<file path="src/rtl/prod_accumulator.sv">
// Frame accumulator behind the 4x4 array multiplier: sums COUNT products and
// presents the registered frame sum. Optional `PROD_ACC_SAT_EN clamps on overflow.
module prod_accumulator #(
  parameter int PROD_W = 8,
  parameter int ACC_W  = 10,
  parameter int COUNT  = 8
) (
  input  logic              clk,
  input  logic              rst,
  input  logic              clear,
  input  logic              in_valid,
  output logic              in_ready,
  input  logic [PROD_W-1:0] in_prod,
  output logic              out_valid,
  input  logic              out_ready,
  output logic [ACC_W-1:0]  out_sum,
  output logic              out_ovf
);

  localparam int CNT_W = $clog2(COUNT);

  typedef enum logic {
    ACCUM = 1'b0,
    DONE  = 1'b1
  } state_t;

  // Hierarchically visible FSM state for checkers.
  state_t state;
  state_t state_nxt;

  logic [ACC_W-1:0] acc;
  logic [CNT_W-1:0] cnt;
  logic             ovf_sticky;

  logic             accept;
  logic             last_beat;
  logic [ACC_W:0]   sum_wide;
  logic             ovf_nxt;
  logic [ACC_W-1:0] acc_nxt;

  // Handshakes: a beat/result transfers on a rising clk edge where valid and
  // ready are both 1; valid never depends on ready, in_ready depends only on state.
  assign accept    = in_valid & in_ready;
  assign last_beat = (cnt == CNT_W'(COUNT - 1));

  always_comb begin
    sum_wide = {1'b0, acc} + {{(ACC_W + 1 - PROD_W){1'b0}}, in_prod};
    ovf_nxt  = ovf_sticky | sum_wide[ACC_W];
`ifdef PROD_ACC_SAT_EN
    acc_nxt  = ovf_nxt ? {ACC_W{1'b1}} : sum_wide[ACC_W-1:0];
`else
    acc_nxt  = sum_wide[ACC_W-1:0];
`endif
  end

  always_ff @(posedge clk or posedge rst) begin
    if (rst) begin
      state <= ACCUM;
    end else begin
      state <= state_nxt;
    end
  end

  always_comb begin
    state_nxt = state;
    if (clear) begin
      state_nxt = ACCUM;
    end else begin
      case (state)
        ACCUM:   if (accept && last_beat) state_nxt = DONE;
        DONE:    if (out_ready) state_nxt = ACCUM;
        default: state_nxt = ACCUM;
      endcase
    end
  end

  always_comb begin
    in_ready = (state == ACCUM);
  end

  // clear outranks any same-cycle beat; out_sum/out_ovf keep their last result.
  always_ff @(posedge clk or posedge rst) begin
    if (rst) begin
      acc        <= '0;
      cnt        <= '0;
      ovf_sticky <= 1'b0;
      out_valid  <= 1'b0;
      out_sum    <= '0;
      out_ovf    <= 1'b0;
    end else if (clear) begin
      acc        <= '0;
      cnt        <= '0;
      ovf_sticky <= 1'b0;
      out_valid  <= 1'b0;
    end else begin
      case (state)
        ACCUM: begin
          if (accept) begin
            if (last_beat) begin
              out_sum    <= acc_nxt;
              out_ovf    <= ovf_nxt;
              out_valid  <= 1'b1;
              acc        <= '0;
              cnt        <= '0;
              ovf_sticky <= 1'b0;
            end else begin
              acc        <= acc_nxt;
              cnt        <= cnt + CNT_W'(1);
              ovf_sticky <= ovf_nxt;
            end
          end
        end
        DONE: begin
          if (out_ready) out_valid <= 1'b0;
        end
        default: out_valid <= 1'b0;
      endcase
    end
  end

endmodule

</file>
<file path="config.mk">
export PLATFORM = sky130hd
export DESIGN_NAME = prod_accumulator
export DESIGN_NICKNAME = d
export VERILOG_FILES = /design/src/rtl/prod_accumulator.sv
export SDC_FILE = /design/constraint.sdc
export NUM_CORES = 1
export LEC_CHECK = 0
export CAP_MARGIN = 20
export CORE_MARGIN = 2
export CORE_UTILIZATION = 30
export DETAILED_ROUTE_END_ITERATION = 16
export GPL_ROUTABILITY_DRIVEN = 0
export GPL_TIMING_DRIVEN = 0
export SETUP_SLACK_MARGIN = 0.5
export SKIP_LAST_GASP = 1
export SYNTH_ARGS = -nofsm -noshare
export SYNTH_HDL_FRONTEND = slang
export SYNTH_SLANG_ARGS = --single-unit
</file>
<file path="constraint.sdc">
create_clock -name clk -period 4.2 [get_ports clk]
set_input_delay 0.63 -clock clk [delete_from_list [all_inputs] [get_ports clk]]
set_output_delay 0.63 -clock clk [all_outputs]
set_load 0.1 [all_outputs]
</file>
After elaboration in Yosys (flattened, before gate mapping)
Cells that the tools add are included.
W data, S select, Z words.
Storage, ports and cells
  bits in registers: 27
  latch bits: 0
  memory bits (writable): 0
  ROM bits: 0
  output and inout port bits: 13
  word-level logic and storage cells: 44
  memories: 0
Operators by class
  $add $sub $neg: 2
  $mul: 0
  divide/modulo/power cells: 0
  order comparisons: 0
  equal/unequal tests: 5
  shift operators: 0
  muxes and demuxes: 21
  bitwise operators: 4
  reductions and logical operators: 5
Operators by type and width (count)
  $mux W10: 4
  $mux W3: 4
  $add A10 B8 Y11: 1
  $mux W1: 11
  $ne A3 B2 Y1 const B: 2
  $pmux W1 S2: 2
  $reduce_and A4 Y1: 1
  $add A3 B1 Y3 const B: 1
  $eq A3 B3 Y1 const B: 1
  $ne A3 B3 Y1 const B: 1
  $reduce_and A3 Y1: 1
  $ne A2 B2 Y1 const B: 1
  $not A1 Y1: 2
  $reduce_and A2 Y1: 1
  $reduce_bool A2 Y1: 1
  $and A1 B1 Y1: 1
  $logic_and A1 B1 Y1: 1
  $or A1 B1 Y1: 1

Logic depth before layout (Yosys ltp)
  depth after elaboration: 6
  mapped depth: 7

Least setup slack after synthesis
Ideal clock, no wire load.
  kind: in2reg
  start point: input port in_prod[0]
  end point: register acc[6]
  arrival: 2026 ps
  data required time: 4078 ps
  path slack: 2052 ps
  cell stages on the path: 6
  path buffers: 0
  cell sequence: ha_1 -> fa_1 -> nand3_1 -> a21oi_1 -> or3_1 -> a32o_1
On the way
  cells in the longest elaborated chain, start to end: 5
Ends and longest elaborated chain
  start, declared: line 13  | input logic [PROD_W-1:0] in_prod,
  $add A10 B8 Y11: line 47  | sum_wide = {1'b0, acc} + {{(ACC_W + 1 - PROD_W){1'b0}}, in_prod};
  $mux W10: line 99  | if (last_beat) begin
  $mux W10: line 98  | if (accept) begin
  $mux W10: line 96  | case (state)
  $mux W10: line 90  | end else if (clear) begin
  end signal, assigned: line 107  | acc <= acc_nxt;
  end, declared: line 31  | logic [ACC_W-1:0] acc;
Every way passes these cells. The select of a mux whose other input is x is not followed.
A chain may end at the register's enable or synchronous reset.

Final worst setup path
  start point: register state
  end point: output port in_ready
On the way
  cells in the longest elaborated chain, start to end: 1
Ends and longest elaborated chain
  start, declared: line 28  | state_t state;
  start signal, assigned: line 60  | state <= state_nxt;
  $not A1 Y1 (no line)
  end, declared: line 12  | output logic in_ready,
Every way passes these cells.

==> impl_metrics.yaml <==
status:
  status: "complete, no violations"
cells_and_area:
  mostFrequentLayoutCells: "nand2_1, dfrtp_1, clkdlybuf4s50_1"
  drive_gt1_share_pct: 7.14
  nNetsFinal: 207
  utilization_pct: 39.8
  finalNonFillerCells: 249
  area.growth.synth_to_final_pct: 26.6
  diodes: 0
placed_design:
  port_buffers: 24
  hpwl_um: 2380
  dp.cells: 244
  post-place-ws_ns: 1.50
logic_synthesis:
  synth_edf_count: 0
  synth_top_area_share_pct: 44.9
  synthDistinctLibCells: 43
  ys_seq_area_share_pct: 44.9
  synthesis.area_um2: 1510
  synth_cells: 153
  syn-num-nets: 177
  yosys-top-cells-area: "dfrtp_1, ha_1, nand2_1, o21ai_0, a21oi_1"
  yosys_warnings: 0
  ys.flop_type: "dfrtp_1"
  ys_ff_latch: 27
  netlist.top_cell.by_area: "dfrtp_1"
  synthArstFlopShare_pct: 100
  syn_avg_cell_area_um2: 9.84
flow_run:
  drv_cap: 0
sta:
  fin_tns_setup_ns: 0
  maxSlewViolCount: 0
  min_period_over_period_pct: 60.9
  skew_ns: 0.00775
  timing.slew.headroom_pct: 35.0
  period_needed_ns: 2.56
  hold_viol_final: 0
  max_freq_mhz: 391
  tightest_slew_ns: 0.972
  grt_setup_unrepaired: "no"
  setup_violations: 0
  layout_setup_ws_ns: 1.64
pwr:
  power.switching_w: 0.000180
  p_int_w: 0.000406
  power_leakage_nw: 0.847
  p_sw_share_pct: 30.7
  ir_drop_v: 0.000113
  p_per_area_nw_per_um2: 307
  sequentialPowerShare_pct: 49.4
  power_frac_comb_pct: 24.4
  p_total_w: 0.000586
  clkPwrFrac_pct: 26.2
floorplanning:
  dieWidth_um: 74.8
  coreArea_um2: 4790
  initial_core_util_pct: 31.5
  die-area_um2: 5600
  fp.dieH_um: 74.8
  num_io_pins: 26
  row_count: 25
global_routing:
  gr-usage-all-layers_pct: 12.9
  antenna_found_initial: 0
  grt_pass1_vias: 1185
  grt_pass1_wl_um: 5460
  grt_overflow_total: 0
  grt_max_degree: 28
setup_path:
  worstSetupStartpointType: "flop"
  cp_max_fo: 5
  worstPathArrival_ns: 1.93
  cp.required_ns: 3.57
  cp-end-kind: "output port"
  setup.worst_path.class: "flop to output port"
clock_network:
  clkTransAtPathRegs_ns: 0.10
  cts.sinks: 27
  insertion_delay_ns: 0.28
  cts_max_level: 1
  post_cts_resized: 0
  clockBufferDepth: 2
  cts_tree: "built"
  numCtsBuffers: 3
  hold_buffers: 0
  postCtsSetupBuffers: 0
  cts-root-buf: "clkbuf_8"
route:
  wl_per_cell_um: 13.0
  drc: 0
  routed_via_density: 4.88
  drtIter0Drc: 95
  first_pass_iters: 4
  drt-total-wl_um: 3250
  dr_total_vias: 1214
  drtAntennaViolNets: 0
min_path:
  hp-class: "flop to flop"
==> cell families (layout without fill, tap and decap cells) <==
| group | Yosys count | after routing | synth area share [%] |
|---|---|---|---|
| xor+xnor | 4 | 4 | 2.33 |
| flops | 27 | 27 | 44.9 |
| simple gates | 51 | 51 | 16.6 |
| fa+ha+maj | 11 | 11 | 9.64 |
| compound gates | 50 | 50 | 22.6 |
| mux | 2 | 2 | 1.33 |
| buf+inv | 8 | 37 | 2.58 |
==> routing by layer <==
| layer | up-vias | routed length [µm] | global-route usage (%) | part of all wire (%) |
|---|---|---|---|---|
| met3 | 5 | 130 | 2.01 | 4.0 |
| li1 | 616 | - | - | - |
| met5 | - | 0 | 0 | 0 |
| met4 | 0 | 53 | 4.76 | 1.6 |
| met1 | 566 | 1650 | 17.7 | 51 |
| met2 | 27 | 1420 | 20.6 | 44 |
==> worst paths after layout <==
kind / slack, ns / startpoint / end / cells after the start
min in group asynchronous: 0.63 / rst / out_sum[1] / 2
setup reg to reg: 2.08 / cnt[0] / state / 6
hold / removal: 0.48 / out_sum[3] / out_sum[3] / 2
max in group asynchronous: 3.13 / rst / out_sum[4] / 3
setup / recovery: 1.64 / state / in_ready / 2
hold reg to reg: 0.48 / out_sum[3] / out_sum[3] / 2
==> cell usage after synthesis (2+ instances only) <==
master,count
o31ai_1,2
clkbuf_1,4
o211ai_1,3
o21a_1,5
mux2i_1,2
o2111ai_1,4
nor2_1,7
dfrtp_1,27
nand3_1,3
a21oi_1,8
ha_1,10
nor3_1,2
nand2_1,27
a22o_1,2
xnor2_1,2
o21ai_0,15
a21o_1,2
xor2_1,2
inv_1,2
==> power groups by stage <==
| stage | sequential (W) | clock [W] | combinational, W |
|---|---|---|---|
| finish | 0.000289 | 0.000154 | 0.000143 |
| global route | 0.000291 | 0.000168 | 0.000161 |
| CTS | 0.000289 | 0.000160 | 0.000142 |
| detailed placement | 0.000294 | 0 | 0.000141 |
| global placement | 0.000294 | 0 | 0.000139 |
| floorplan | 0.000295 | 0 | 0.000102 |
==> through the flow <==
stage          cell area [µm²]  hold slack (ns)
3_3_place_gp              1830            0.458
5_1_grt                   1910            0.529
3_5_place_dp              1830            0.464
2_1_floorplan             1510            0.454
4_1_cts                   1880            0.490
6_report                  1910            0.481
==> registers in the layout, indices dropped and copies added (netlist names) <==
signal	flops
acc	10
cnt	3
out_ovf	1
out_sum	10
out_valid	1
ovf_sticky	1
state	1
==> cell type report <==
| cell class | count | area (µm²) |
|---|---|---|
| buffer | 6 | 31.3 |
| clock buffer | 3 | 41.3 |
| clock inverter | 1 | 7.51 |
| fill | 495 | 2880 |
| inverter | 2 | 7.51 |
| multi-input combinational | 118 | 791 |
| sequential | 27 | 676 |
| tap | 67 | 83.8 |
| timing repair buffer | 25 | 268 |
==> worst max-delay path, cell delays in order (launching register included) <==
cell	delay, ns
dfrtp_1	0.43
inv_1	0.09
clkdlybuf4s50_1	1.13
No activity file was read; power rests on OpenSTA's default activity.
